### config.mk
export PLATFORM = sky130hd
export DESIGN_NAME = buzzer_tone_driver
export DESIGN_NICKNAME = d
export VERILOG_FILES = /design/src/rtl/buzzer_tone_driver.sv
export SDC_FILE = /design/constraint.sdc
export NUM_CORES = 1
export LEC_CHECK = 0
export BUFFER_PORTS_ARGS = -buffer_cell sky130_fd_sc_hd__clkbuf_2
export CAP_MARGIN = 5
export CORE_MARGIN = 1.5
export CORE_UTILIZATION = 37
export DETAILED_ROUTE_END_ITERATION = 8
export GPL_TIMING_DRIVEN = 1
export SETUP_SLACK_MARGIN = 0.5
export SLEW_MARGIN = 15
export SYNTH_ARGS = -nofsm -noshare
export SYNTH_HDL_FRONTEND = slang
export SYNTH_SLANG_ARGS = --single-unit
### constraint.sdc
create_clock -name i_clk -period 20.1 [get_ports i_clk]
set_input_delay 1.005 -clock i_clk [delete_from_list [all_inputs] [get_ports i_clk]]
set_output_delay 1.005 -clock i_clk [all_outputs]
set_load 0.01 [all_outputs]
### src/rtl/buzzer_tone_driver.sv
// rtl/buzzer_tone_driver.sv - square-wave buzzer driver with volume duty and glitch-free tone changes
// Optional articulation gap between different notes: define ARTIC_GAP_EN.
module buzzer_tone_driver #(
  parameter int DIV_W   = 16,
  parameter int VOL_W   = 3,
  parameter int GAP_CYC = 120000
) (
  input  logic             i_clk,
  input  logic             i_rst,
  input  logic             i_enable,
  input  logic [DIV_W-1:0] i_tone_in,
  input  logic [VOL_W-1:0] i_volume,
  output logic             o_beep_out,
  output logic             o_tone_active,
  output logic             o_note_strobe,
  output logic [DIV_W-1:0] o_cur_tone
);

  if (GAP_CYC < 1) begin : g_bad_gap
    $error("GAP_CYC must be at least 1");
  end

  typedef enum logic [1:0] {
    S_IDLE,
`ifdef ARTIC_GAP_EN
    S_GAP,
`endif
    S_PLAY
  } state_t;

  localparam logic [DIV_W:0] CNT_ONE = (DIV_W+1)'(1);

  state_t           r_state, w_next_state;
  logic [DIV_W:0]   r_cnt, w_next_cnt;
  logic [DIV_W-1:0] r_cur_tone, w_next_tone;
  logic [DIV_W-1:0] r_hi_len, w_next_hi;
  logic             w_strobe;
  logic             w_wrap;
  logic             w_tone_nz;
  logic [DIV_W:0]   w_last;

`ifdef ARTIC_GAP_EN
  localparam int            GW       = $clog2(GAP_CYC + 1);
  localparam logic [GW-1:0] GAP_LAST = GW'(GAP_CYC - 1);
  logic [GW-1:0] r_gap_cnt, w_next_gap;
`endif

  // High time scaled by volume; never zero so even the quietest note is audible.
  function automatic logic [DIV_W-1:0] calc_hi(input logic [DIV_W-1:0] tone,
                                               input logic [VOL_W-1:0] vol);
    logic [DIV_W+VOL_W-1:0] prod;
    logic [DIV_W-1:0]       hi;
    prod = {{VOL_W{1'b0}}, tone} * (DIV_W+VOL_W)'({1'b0, vol} + 1'b1);
    hi   = DIV_W'(prod >> VOL_W);
    return (hi == '0) ? DIV_W'(1) : hi;
  endfunction

  assign w_tone_nz = (i_tone_in != '0);
  assign w_last    = {r_cur_tone, 1'b0} - CNT_ONE;
  assign w_wrap    = (r_cnt == w_last);

  always_comb begin
    w_next_state = r_state;
    w_next_cnt   = r_cnt;
    w_next_tone  = r_cur_tone;
    w_next_hi    = r_hi_len;
    w_strobe     = 1'b0;
`ifdef ARTIC_GAP_EN
    w_next_gap   = r_gap_cnt;
`endif
    case (r_state)
      S_IDLE: begin
        if (i_enable && w_tone_nz) begin
          w_next_state = S_PLAY;
          w_next_cnt   = '0;
          w_next_tone  = i_tone_in;
          w_next_hi    = calc_hi(i_tone_in, i_volume);
          w_strobe     = 1'b1;
        end
      end
      S_PLAY: begin
        if (!w_wrap) begin
          w_next_cnt = r_cnt + CNT_ONE;
        end else if (!i_enable || !w_tone_nz) begin
          w_next_state = S_IDLE;
          w_next_cnt   = '0;
          w_next_tone  = '0;
        end else if (i_tone_in == r_cur_tone) begin
          w_next_cnt = '0;
          w_next_hi  = calc_hi(r_cur_tone, i_volume);
        end else begin
`ifdef ARTIC_GAP_EN
          w_next_state = S_GAP;
          w_next_cnt   = '0;
          w_next_tone  = '0;
          w_next_gap   = '0;
`else
          w_next_cnt  = '0;
          w_next_tone = i_tone_in;
          w_next_hi   = calc_hi(i_tone_in, i_volume);
          w_strobe    = 1'b1;
`endif
        end
      end
`ifdef ARTIC_GAP_EN
      S_GAP: begin
        if (r_gap_cnt != GAP_LAST) begin
          w_next_gap = r_gap_cnt + GW'(1);
        end else if (i_enable && w_tone_nz) begin
          w_next_state = S_PLAY;
          w_next_cnt   = '0;
          w_next_tone  = i_tone_in;
          w_next_hi    = calc_hi(i_tone_in, i_volume);
          w_strobe     = 1'b1;
        end else begin
          w_next_state = S_IDLE;
        end
      end
`endif
      default: begin
        w_next_state = S_IDLE;
        w_next_cnt   = '0;
        w_next_tone  = '0;
      end
    endcase
    // Disable is a hard mute and overrides any period bookkeeping.
    if (!i_enable) begin
      w_next_state = S_IDLE;
      w_next_cnt   = '0;
      w_next_tone  = '0;
      w_strobe     = 1'b0;
`ifdef ARTIC_GAP_EN
      w_next_gap   = '0;
`endif
    end
  end

  always_ff @(posedge i_clk) begin
    if (i_rst) begin
      r_state       <= S_IDLE;
      r_cnt         <= '0;
      r_cur_tone    <= '0;
      r_hi_len      <= '0;
      o_beep_out    <= 1'b0;
      o_tone_active <= 1'b0;
      o_note_strobe <= 1'b0;
`ifdef ARTIC_GAP_EN
      r_gap_cnt     <= '0;
`endif
    end else begin
      r_state       <= w_next_state;
      r_cnt         <= w_next_cnt;
      r_cur_tone    <= w_next_tone;
      r_hi_len      <= w_next_hi;
      o_beep_out    <= (w_next_state == S_PLAY) && (w_next_cnt < {1'b0, w_next_hi});
      o_tone_active <= (w_next_state == S_PLAY);
      o_note_strobe <= w_strobe;
`ifdef ARTIC_GAP_EN
      r_gap_cnt     <= w_next_gap;
`endif
    end
  end

  assign o_cur_tone = r_cur_tone;

endmodule

# Word-level counts from Yosys, hierarchy flattened
# Cells that the tools add are included.
[classes] multipliers=2 addsub=3 n_mux=26 bitwise_logic=1 n_eq_ne=7 reduce_logical=11 order_cmp=1
[ops] op="2-to-1 mux 16 bit" count=10
[ops] op="one-hot mux 16 bit (2 select lines)" count=2
[ops] op="2-to-1 mux 17 bit" count=3
[ops] op="one-hot mux 17 bit (2 select lines)" count=1
[ops] op="zero test 16 bit" count=2
[ops] op="multiplier 16 x 19 -> 19 bit" count=1
[ops] op="multiplier 16 x 4 -> 19 bit" count=1
[ops] op="adder 17 x 1 -> 17 bit (second input constant)" count=1
[ops] op="== test 17 bit" count=1
[ops] op="< comparator 17 x 16 -> 1 bit" count=1
[ops] op="subtractor 17 x 1 -> 17 bit (second input constant)" count=1
[ops] op="== test 16 bit" count=1
[ops] op="nonzero test 16 bit" count=1
[ops] op="2-to-1 mux 2 bit" count=4
[ops] op="adder 3 x 1 -> 4 bit (second input constant)" count=1
[ops] op="== test 2 x 1 -> 1 bit (second input constant)" count=2
[ops] op="2-to-1 mux 1 bit" count=4
[ops] op="!= test 2 bit (second input constant)" count=2
[ops] op="one-hot mux 2 bit (2 select lines)" count=1
[ops] op="!= test 3 bit (second input constant)" count=1
[ops] op="AND reduction 3 bit" count=1
[ops] op="logical AND 1 bit" count=2
[ops] op="zero test 1 bit" count=2
[ops] op="zero test 2 bit" count=1
[ops] op="4 further kinds" count=4
[word_totals] wordCells=58 out_inout_bits=19 reg_bits=54 input_bits=22

# Depth between registers and ports, before layout
[depth] depth_word=10 mapped_depth=30

# Least setup slack after synthesis
# No wires, ideal clock.
[synth_timing] path_kind="input-to-reg" from="input i_volume[0]" to="register o_beep_out" n_path_buf=2 setup_slack_ns=12.904 arrival_ns=7.119 required_time_ns=20.022 path_stages=29 cell_sequence="ha_1 xor2_1 clkbuf_1 nand2_1 fa_1 inv_1 fa_1 inv_1 fa_1 nor2b_1 o31ai_1 a2111oi_1 o221ai_1 xor2_1 or2_2 or4_1 clkbuf_1 nand3_1 and2_1 ha_1 a21o_1 a21o_1 a21o_1 a21o_1 a21oi_1 nor3_1 nor3_1 nand4bb_1 nor3_1"
[synth_via] elab_chain_len=10
[synth_rtl] element="start: declaration" line="12" rtl="input logic [VOL_W-1:0] i_volume,"
[synth_rtl] element="adder 3 x 1 -> 4 bit *" line="53" rtl="prod = {{VOL_W{1'b0}}, tone} * (DIV_W+VOL_W)'({1'b0, vol} + 1'b1);"
[synth_rtl] element="multiplier 16 x 19 -> 19 bit / multiplier 16 x 4 -> 19 bit (equally long branches)" line="53"
[synth_rtl] element="zero test 16 bit" line="55" rtl="return (hi == '0) ? DIV_W'(1) : hi;"
[synth_rtl] element="2-to-1 mux 16 bit" line="55"
[synth_rtl] element="2-to-1 mux 16 bit" line="88" rtl="end else if (i_tone_in == r_cur_tone) begin"
[synth_rtl] element="2-to-1 mux 16 bit" line="84" rtl="end else if (!i_enable || !w_tone_nz) begin"
[synth_rtl] element="2-to-1 mux 16 bit" line="82" rtl="if (!w_wrap) begin"
[synth_rtl] element="one-hot mux 16 bit (2 select lines) *" line="71" rtl="case (r_state)"
[synth_rtl] element="< comparator 17 x 16 -> 1 bit *" line="155" rtl="o_beep_out <= (w_next_state == S_PLAY) && (w_next_cnt < {1'b0, w_next_hi});"
[synth_rtl] element="logical AND 1 bit *" line="155"
[synth_rtl] element="end signal: assignment" line="155"
[synth_rtl] element="end: declaration" line="13" rtl="output logic o_beep_out,"
# Every way passes the cells marked *; elsewhere a longest branch is shown, timed or not.
# A chain may end at the register's enable or synchronous reset.

# Worst setup path after layout
# Same ends and word-level chain as after synthesis.

==> results.md <==
- Worst path most repeated cell: sky130_fd_sc_hd__a21o_1
- Total power density per cell area: approximately 48 nW/um^2
- Max Clk Rate: 0.120 GHz
- Number of cells upsized or downsized after cts: 0
- Slowest-stage cell, CP: sky130_fd_sc_hd__ha_1
- Fin nets: between 1000 and 1500
- Via density: between 5 and 6
- Min-delay worst type: flip-flop to flip-flop
- Leakage power summed over all cells: roughly 3.7 nW
- CTS buffer count: 5
- Max Fanout on Critical Path: 34
- Final period demand of the worst path: about 8.3 ns
- Top cell type by total area after synthesis: sky130_fd_sc_hd__fa_1
- CTS tree: built
- Cell row count: 53
- CTS HTree Levels: 2
- Total global-route track usage: 0.207
- Arrival time reported for the critical path endpoint: approximately 8.6 ns
- Worst setup margin: 11.76 ns
- Post-detailed-route count of antenna-violating nets: 0
- Top delay family on crit path: adder cells
- Violation count after the first detailed-routing iteration: approximately 430
- Total of max-cap violations: 0
- Multi-input gate area: around 6300 um^2
- Clock insertion delay at the later pin of the skew report: 0.31 ns
- Number of enable flip-flop cells after synthesis: 0
- Cell area after synthesis: 7970 um^2
- Fraction of final layout cells sized beyond drive strength 1: 0.0881
- Post-synth net total: 1141
- Hold slack final: about 0.52 ns
- Master cell of the clock root buffer: sky130_fd_sc_hd__clkbuf_16
- CTS clock-pin slew for the worst setup and hold paths: roughly 0.080 ns
- Placer's final routability congestion estimate: 0.891
- Design Power: 403 uW
- Top cell type's share of synthesized area: 0.141
- Pin count of the biggest net entering global routing: 35
- Number of cells in the finished layout apart from fillers: 1274
- Maximum single-stage delay on the critical path: between 1 and 1.5 ns
- Final number of hold-violating endpoints: 0
- Number of synthesized register bits: 54
- Outcome: completed
- Final-report setup violation count: 0
- Setup repair after global routing missed its margin: false
- Hold Buf Count CTS: 0
- Proportion of synthesized chip area in sequential cells: 0.136
- Worst-case headroom to the max-slew limit: 0.198
- First-pass GRT wire length: 37000 um
- Number of placed cells counting well taps: 1266
- Register Area: 1080 um^2
- Overall die height: 150 um
- Synthesis warning total: 0
- Critical path data required time: approximately 20 ns
- Number of buffer and inverter stages on the critical path: 3
- Setup repair bufs after CTS: 0
- Post-synthesis cell type count: just over 80
- Total Die Area: roughly 22000 um^2
- Final Cycle Share: 0.415
- Critical path capture point type: flip-flop
- Ports: 41
- Async SR Flop Fraction: 0
- Launching element type of the critical path: primary input
- # diodes: 0
- Port-buffer cells: 40
- Clock Sink Count: 54
- Top post-synthesis cells by area: sky130_fd_sc_hd__fa_1 14%, sky130_fd_sc_hd__dfxtp_1 14%, sky130_fd_sc_hd__ha_1 9.1%
- Placement Setup Slack: roughly 11 ns
- Overall overflow remaining after global route: 0
- Remaining routing DRC violations: 0
- Worst IR Drop VDD: 0.0318 mV
- Final Max Slew Viols: 0
- Starting utilization of the core area: 0.378
- Detailed-route wire length per cell: approximately 18 um
- Iteration count of the initial detailed-routing pass: 5
- Chip width: about 150 um
- Half-perimeter wire length after placement: between 15000 and 20000 um
- Layout Area Growth over Synthesis: 6.00%
- Transition time of the tightest slew-check pin: 1.20 ns
- Flip-flop cell with the highest count after synthesis: sky130_fd_sc_hd__dfxtp_1
- Antenna violations before repair: 0
- Largest buffer count on any clock path: 2
- Count of mapped cells out of synthesis: 1005
- Number of vias in the routed layout: 7151
- Crit Path Class: primary input to flip-flop
- Floorplan core area: between 20000 and 25000 um^2
- Syn avg cell area: between 7 and 8 um^2
- Setup TNS: 0 ns
- Clock Skew: ~0.011 ns
- Via count of the first global-routing pass: between 6000 and 7000
- Sum of routed wire length over all layers: about 23000 um
- Fillcell total: roughly 2200
per-stage QoR:
stage,util,area (um^2)
5_1_grt,0.400,8450
4_1_cts,0.400,8450
6_report,0.400,8450
3_3_place_gp,0.393,8290
2_1_floorplan,-,7970
3_5_place_dp,0.393,8290
layout by cell type (no fill, tap or decap), drive strengths merged, types with 4 or more instances in the layout:
master and n:
or2 4, xor2 24, mux2i 4, buf 5, a311oi 13, nand4 15, xnor2 39, and2 94
o21a 6, inv 94, and2b 10, nor3 17, nor2 45, nand3 36, o22ai 4, nand2 77
a22oi 16, ha 58, clkbuf 45, o221ai 4, a21oi 70, nand2b 34, nor4 12, or4 11
fa 56, and3 13, o211ai 4, a2111o 4, a21boi 4, dfxtp 54, nand3b 4, a31oi 8
nand4b 7, nor2b 17, o21ai 23, a21o 14, a211o 4
kinds of logic (layout without fill, tap and decap cells):
logic type / after synthesis / after routing / share of synthesized area
adder cells (fa/ha/maj): 114 / 114 / 0.232
AO/OA/AOI/OAI: 205 / 205 / 0.188
XOR/XNOR: 63 / 63 / 0.0693
other: 1 / 1 / 0.000471
buffers and inverters: 152 / 146 / 0.0771
AND/OR/NAND/NOR: 409 / 409 / 0.288
flip-flops: 54 / 54 / 0.136
multiplexers: 7 / 7 / 0.00974
area by class of cell:
type / instances / area share
Timing Repair Buffer: 45 / 0.0281
Clock inverter: 3 / 0.00341
Clock buffer: 5 / 0.0148
Multi-Input combinational cell: 799 / 0.744
Tap cell: 275 / 0.0407
Inverter: 93 / 0.0413
Sequential cell: 54 / 0.128
synthesized netlist by cell type, types with 13 or more instances:
| cell | number |
|---|---|
| sky130_fd_sc_hd__nor2_1 | 45 |
| sky130_fd_sc_hd__and2_1 | 93 |
| sky130_fd_sc_hd__nand2_1 | 77 |
| sky130_fd_sc_hd__a21o_1 | 14 |
| sky130_fd_sc_hd__nand4_1 | 15 |
| sky130_fd_sc_hd__a21oi_1 | 63 |
| sky130_fd_sc_hd__fa_1 | 56 |
| sky130_fd_sc_hd__nand3_1 | 36 |
| sky130_fd_sc_hd__o21ai_0 | 20 |
| sky130_fd_sc_hd__xor2_1 | 24 |
| sky130_fd_sc_hd__nor3_1 | 16 |
| sky130_fd_sc_hd__inv_1 | 93 |
| sky130_fd_sc_hd__and3_1 | 13 |
| sky130_fd_sc_hd__clkbuf_1 | 46 |
| sky130_fd_sc_hd__nor2b_1 | 17 |
| sky130_fd_sc_hd__nand2b_1 | 34 |
| sky130_fd_sc_hd__xnor2_1 | 39 |
| sky130_fd_sc_hd__ha_1 | 58 |
| sky130_fd_sc_hd__dfxtp_1 | 54 |
| sky130_fd_sc_hd__a22oi_1 | 16 |
power breakdown:
group | total [mW] | leakage [nW] | switching, mW | internal, mW
Combinational | 0.192 | 3.22 | 0.113 | 0.0786
Sequential | 0.118 | 0.439 | 0.00570 | 0.112
Clock | 0.0929 | 0.0759 | 0.0453 | 0.0477
path summary, 6_finish.rpt:
kind,slack [ns],from,to,cells past startpoint
max,11.76,i_volume[0],o_beep_out$_SDFF_PP0_,27
min,0.52,r_hi_len[15]$_SDFF_PP0_,r_hi_len[15]$_SDFF_PP0_,2
max reg2reg,13.55,o_cur_tone[0]$_SDFFE_PP0P_,o_beep_out$_SDFF_PP0_,25
min reg2reg,0.52,r_hi_len[15]$_SDFF_PP0_,r_hi_len[15]$_SDFF_PP0_,2
flip-flops by register name, indices dropped and copies added (netlist names):
signal         count
o_beep_out         1
o_cur_tone        16
o_note_strobe      1
o_tone_active      1
r_cnt             17
r_hi_len          16
r_state            2
layer usage:
metal	track usage	up-vias	share of wire
met3	0.0149	27	0.037
met1	0.283	3504	0.47
met4	0.0475	0	0.020
li1	-	3453	-
met5	0	-	0
met2	0.355	167	0.48
worst min-delay path, delay by kind of cell (launching register included):
family,cells,cell delay (ns)
AND/OR/NAND/NOR,1,0.09
AO/OA/AOI/OAI,1,0.09
flip-flops,1,0.31
Power figures use the tool's default switching activity.
